`src/rtl/mips32_mem_port_arbiter.sv`:
```
// mips32_mem_port_arbiter: shares one memory port between IF fetch and MEM load/store.
// Optional build macro STARVE_GUARD_EN forces a fetch grant after STARVE_LIMIT data wins.
//
// Ports:
//   clk1, reset                  rising-edge clock, synchronous active-high reset
//   halted                       blocks new fetch grants
//   if_req/if_addr               fetch request  -> if_gnt, if_rvalid, if_rdata
//   dm_req/dm_we/dm_addr/wdata   data request   -> dm_gnt, dm_rvalid, dm_rdata
//   resp_err                     rvalid was caused by a memory timeout
//   stall_if                     fetch requested but not granted this cycle
//   mem_req/we/addr/wdata        memory command, held until mem_ack or timeout
//   mem_ack/mem_rdata            memory completion and read data
module mips32_mem_port_arbiter #(
    parameter int AW           = 32,
    parameter int DW           = 32,
    parameter int TIMEOUT      = 16,
    parameter int STARVE_LIMIT = 4
) (
    input  logic          clk1,
    input  logic          reset,
    input  logic          halted,
    input  logic          if_req,
    input  logic [AW-1:0] if_addr,
    output logic          if_gnt,
    output logic          if_rvalid,
    output logic [DW-1:0] if_rdata,
    input  logic          dm_req,
    input  logic          dm_we,
    input  logic [AW-1:0] dm_addr,
    input  logic [DW-1:0] dm_wdata,
    output logic          dm_gnt,
    output logic          dm_rvalid,
    output logic [DW-1:0] dm_rdata,
    output logic          resp_err,
    output logic          stall_if,
    output logic          mem_req,
    output logic          mem_we,
    output logic [AW-1:0] mem_addr,
    output logic [DW-1:0] mem_wdata,
    input  logic          mem_ack,
    input  logic [DW-1:0] mem_rdata
);

    typedef enum logic [1:0] {
        IDLE,
        FETCH,
        DATA
    } state_t;

    localparam int CW = $clog2(TIMEOUT + 1);

    state_t        state, state_nx;
    logic [CW-1:0] wait_cnt;
    logic          lat_we;
    logic          busy;
    logic          arb_ok;
    logic          if_cand;
    logic          force_fetch;
    logic          timeout_hit;
    logic          done;

    assign busy    = (state != IDLE);
    assign arb_ok  = (state == IDLE) && !reset;
    assign if_cand = if_req && !halted;

    assign if_gnt   = arb_ok && if_cand && (!dm_req || force_fetch);
    assign dm_gnt   = arb_ok && dm_req && !if_gnt;
    assign stall_if = !reset && if_req && !if_gnt;

    // An ack in the final wait cycle still counts as a normal completion.
    assign timeout_hit = busy && !mem_ack && (wait_cnt == CW'(TIMEOUT));
    assign done        = busy && (mem_ack || timeout_hit);

    assign mem_req = busy;
    assign mem_we  = busy && lat_we;

`ifdef STARVE_GUARD_EN
    localparam int SW = $clog2(STARVE_LIMIT + 1);

    logic [SW-1:0] starve_cnt;

    assign force_fetch = (starve_cnt >= SW'(STARVE_LIMIT));

    // Saturates at the limit: once forced, the fetch wins and clears it.
    always_ff @(posedge clk1) begin
        if (reset) begin
            starve_cnt <= '0;
        end else if (if_gnt) begin
            starve_cnt <= '0;
        end else if (arb_ok && if_cand && dm_gnt) begin
            starve_cnt <= starve_cnt + 1'b1;
        end
    end
`else
    // Strict data priority: never forces a fetch.
    assign force_fetch = (STARVE_LIMIT < 0);
`endif

    always_comb begin
        state_nx = state;
        unique case (state)
            IDLE: begin
                if (if_gnt) begin
                    state_nx = FETCH;
                end else if (dm_gnt) begin
                    state_nx = DATA;
                end
            end
            FETCH, DATA: begin
                if (done) begin
                    state_nx = IDLE;
                end
            end
            default: state_nx = IDLE;
        endcase
    end

    always_ff @(posedge clk1) begin
        if (reset) begin
            state     <= IDLE;
            wait_cnt  <= '0;
            lat_we    <= 1'b0;
            mem_addr  <= '0;
            mem_wdata <= '0;
            if_rvalid <= 1'b0;
            dm_rvalid <= 1'b0;
            resp_err  <= 1'b0;
            if_rdata  <= '0;
            dm_rdata  <= '0;
        end else begin
            state <= state_nx;
            if (if_gnt || dm_gnt) begin
                lat_we    <= dm_gnt && dm_we;
                mem_addr  <= if_gnt ? if_addr : dm_addr;
                mem_wdata <= dm_gnt ? dm_wdata : '0;
                wait_cnt  <= CW'(1);
            end else if (done) begin
                wait_cnt <= '0;
            end else if (busy) begin
                wait_cnt <= wait_cnt + 1'b1;
            end
            if_rvalid <= done && (state == FETCH);
            dm_rvalid <= done && (state == DATA);
            resp_err  <= timeout_hit;
            if_rdata  <= (state == FETCH && mem_ack) ? mem_rdata : '0;
            dm_rdata  <= (state == DATA && mem_ack && !lat_we) ? mem_rdata : '0;
        end
    end

endmodule

```
`config.mk`:
```
export PLATFORM = sky130hd
export DESIGN_NAME = mips32_mem_port_arbiter
export DESIGN_NICKNAME = d
export VERILOG_FILES = /design/src/rtl/mips32_mem_port_arbiter.sv
export SDC_FILE = /design/constraint.sdc
export NUM_CORES = 1
export LEC_CHECK = 0
export CORE_MARGIN = 2
export CORE_UTILIZATION = 40
export DETAILED_ROUTE_END_ITERATION = 10
export GPL_TIMING_DRIVEN = 0
export PLACE_DENSITY = 0.91
export REMOVE_ABC_BUFFERS = 1
export SLEW_MARGIN = 20
export SYNTH_ARGS = -nofsm -noshare
export SYNTH_HDL_FRONTEND = slang
export SYNTH_SLANG_ARGS = --single-unit
```
`constraint.sdc`:
```
create_clock -name clk1 -period 3.4 [get_ports clk1]
set_input_delay 0.34 -clock clk1 [delete_from_list [all_inputs] [get_ports clk1]]
set_output_delay 0.34 -clock clk1 [all_outputs]
set_load 0.02 [all_outputs]
```
==> out/qor.csv <==
stage,metric,value,unit
outcome,status,"complete, no violations",
min_path,worstHoldStart,mem_addr[31],
detailed_routing,drt-pass1-iter-count,4,
setup_path,path_class,reg2out,
setup_path,reg2reg_to,mem_wdata[8],
setup_path,crit_arrival,2.84,ns
power,power.density,592,nW/µm²
timing,relSlewSlack,48.6,%
power,p_comb_share,21.1,%
global_route,top_usage_layer,met2,
cells_and_area,final_common_cell,clkdlybuf4s50_1,
global_route,antenna_found_initial,0,
logic_synthesis,netlist_area,4510,µm²
timing,skew,0.00760,ns
global_route,gr-usage-met3,12.8,%
logic_synthesis,ys_types,35,
cells_and_area,area_growth,77.5,%
min_path,hold_end,mem_addr[31],
floorplan,core_area,10900,µm²
placed_design,io_buffers,270,
setup_path,r2r_setup_slack,1.14,ns
global_route,use_met1,21.6,%
logic_synthesis,syn_area_per_cell,11.0,µm²
power,vdd_drop_max,0.495,mV
setup_path,crit_fanout,33,
floorplan,fp-row-count,38,
timing,period_share,93.6,%
power,switching_share,26.3,%
floorplan,die-height,110,µm
logic_synthesis,synth_top_area_share,61.6,%
timing,slew_violations,0,
detailed_routing,avgViaCountPerCell,4.93,
cells_and_area,nets,825,
power,p_int,3.50,mW
setup_path,worst_setup_path_start_kind,register,
logic_synthesis,synth_warnings,0,
detailed_routing,vias,4125,
clock_network,cts_root_buf,clkbuf_16,
detailed_routing,drt.antenna.violating_nets,0,
global_route,grtUsageTotal,23.7,%
clock_network,cts.sinks,139,
placed_design,hpwl,10.7,mm
clock_network,clock_path_buffers,2,
setup_path,cp.required,3.06,ns
logic_synthesis,ys_seq_elements,139,
detailed_routing,routed_wl,14.8,mm
power,power.switching,1.25,mW
clock_network,cts_tree,done,
global_route,grt_pass1_vias,4325,
floorplan,initial_utilization,41.3,%
timing,setup_viol,0,
clock_network,htree_num_levels,4,
cells_and_area,nFillCells,680,
logic_synthesis,yosysTopAreaCell,dfxtp_1,
timing,period_minus_slack,3.18,ns
global_route,use_met2,43.1,%
cells_and_area,final_util,73.3,%
min_path,min_delay_path_depth,2,
min_path,hold_path.class,reg2reg,
timing,max_freq,314,MHz
cells_and_area,final_cell_mix,"269 x clkdlybuf4s50_1, 139 x dfxtp_1, 64 x and2_1, 33 x a22o_1, 32 x a22oi_1",
power,leakage,3.07,nW
global_route,grt_pass1_wl,21.4,mm
detailed_routing,wl_per_cell,17.7,µm
logic_synthesis,synthTopCellsByArea,"dfxtp_1 62%, and2_1 9.0%, a22o_1 6.4%, a22oi_1 5.3%, a21oi_1 2.9%",
clock_network,clk_latency,0.41,ns
power,pwr-share-seq,38.5,%
cells_and_area,diodes,0,
power,clockPowerShare,40.4,%
floorplan,io_pins,271,
timing,rsz0062_at_grt,no,
global_route,grt_max_degree,67,
logic_synthesis,ys_seq_area_share,61.6,%
placed_design,gp_congestion,0.800,
logic_synthesis,postSynthCellCount,411,
detailed_routing,drt_first_iter_violations,186,
clock_network,path_clk_slew,0.06,ns
cells_and_area,drive_gt1_share,7.17,%
placed_design,pre_cts_slack,0.544,ns
setup_path,cp-end-kind,output pin,
timing,tightest_slew,0.771,ns
timing,worst_slack,0.217,ns
global_route,gr-total-overflow,0,
floorplan,die_w,110,µm
setup_path,r2r-start,state[0],
clock_network,ctsResizeCount,0,
job,drv_cap,0,
detailed_routing,drc,0,
setup_path,r2r_cells,5,
floorplan,die_area,12200,µm²
clock_network,numCtsBuffers,17,
timing,hold_viol,0,
[power by group through the flow]
stage	Clock (mW)	Sequential, mW	Combinational, mW
after floorplan	0	2.00	0.298
after global placement	0	1.85	0.929
after detailed placement	0	1.86	0.992
after CTS	1.95	1.83	1.00
after global routing	2.02	1.84	1.07
final	1.92	1.83	1.00
[state kept, by name, indices dropped and copies added, names as in the netlist]
signal     cells
resp_err       1
wait_cnt       5
dm_rvalid      1
lat_we         1
if_rvalid      1
dm_rdata      32
mem_addr      32
if_rdata      32
mem_wdata     32
state          2
[cells by family after synthesis]
kind of cell,share of synthesized area (%)
adder cells (fa/ha/maj),1.66
multiplexers,0.443
AO/OA/AOI/OAI,16.8
AND/OR/NAND/NOR,14.5
buffers and inverters,4.35
XOR/XNOR,0.582
flip-flops,61.6
[layout make-up]
cell class | instances | area (µm²) | share of cell area (%)
clock buffer | 17 | 425 | 5.31
clock inverter | 15 | 198 | 2.47
inverter | 17 | 63.8 | 0.796
multi-input combinational | 230 | 1570 | 19.6
sequential | 139 | 2780 | 34.7
tap | 140 | 175 | 2.19
timing repair buffer | 279 | 2800 | 34.9
[synthesized netlist by cell type]
cell       number
dfxtp_1       139
o31ai_1         1
nor4b_1         1
and3b_1         2
nor2_1          1
inv_2           1
buf_6           3
nor2b_1         3
xor2_1          2
nand2_1        22
and2_1         65
buf_4           1
nor4_1          1
a22oi_1        32
nor3b_1         2
a21o_1          1
ha_1            6
nand3_1         2
nor4_4          1
clkbuf_1       15
a22o_1         33
o41ai_1         1
o21ai_0        12
nor3_1          4
nand2b_1        3
xnor2_1         1
o211ai_1        1
mux2i_1         2
a32oi_1         1
a21oi_1        26
inv_1          16
nand4_1         1
and2b_1         1
buf_2           7
nand4bb_1       1
[how the worst max path moves through the flow]
stage	startpoint	to	slack [ns]	depth (start not counted)
floorplan	state[0]	mem_addr[10]	0.71	6
CTS	state[0]	dm_gnt	0.1	5
detailed placement	state[0]	dm_gnt	0.54	5
global placement	reset	dm_rdata[17]	-1.81	3
finish	state[0]	dm_gnt	0.22	5
global route	state[0]	dm_gnt	0.05	5
[worst max-delay path: stages, from the launching register on]
cell             delay [ns]
dfxtp_1                0.31
inv_1                  0.13
ha_1                   0.36
nor2b_1                0.47
and2_4                 0.48
clkdlybuf4s50_1        0.68
[per-stage QoR]
step | setup TNS, ns | hold WS (ns) | instance area (µm²) | std cells | total power, mW
after floorplan | 0 | 0.409 | 4380 | 385 | 2.30
after global placement | -135.45 | 0.456 | 7260 | 795 | 2.78
after detailed placement | 0 | 0.457 | 7380 | 804 | 2.85
after CTS | 0 | 0.465 | 8010 | 836 | 4.78
after global routing | 0 | 0.473 | 8020 | 837 | 4.93
final | 0 | 0.472 | 8020 | 837 | 4.75
[metal layers]
layer / wire length, µm / part of all wire [%]
met5: 0 / 0
met1: 5050 / 34
met2: 7570 / 51
met3: 1890 / 13
met4: 337 / 2.3
[timing repair]
item / CTS / global route
hold buffers: 0 / 0
buffers inserted: 0 / 0
setup endpoints to repair: 0 / 1
Power figures use the tool's default switching activity.
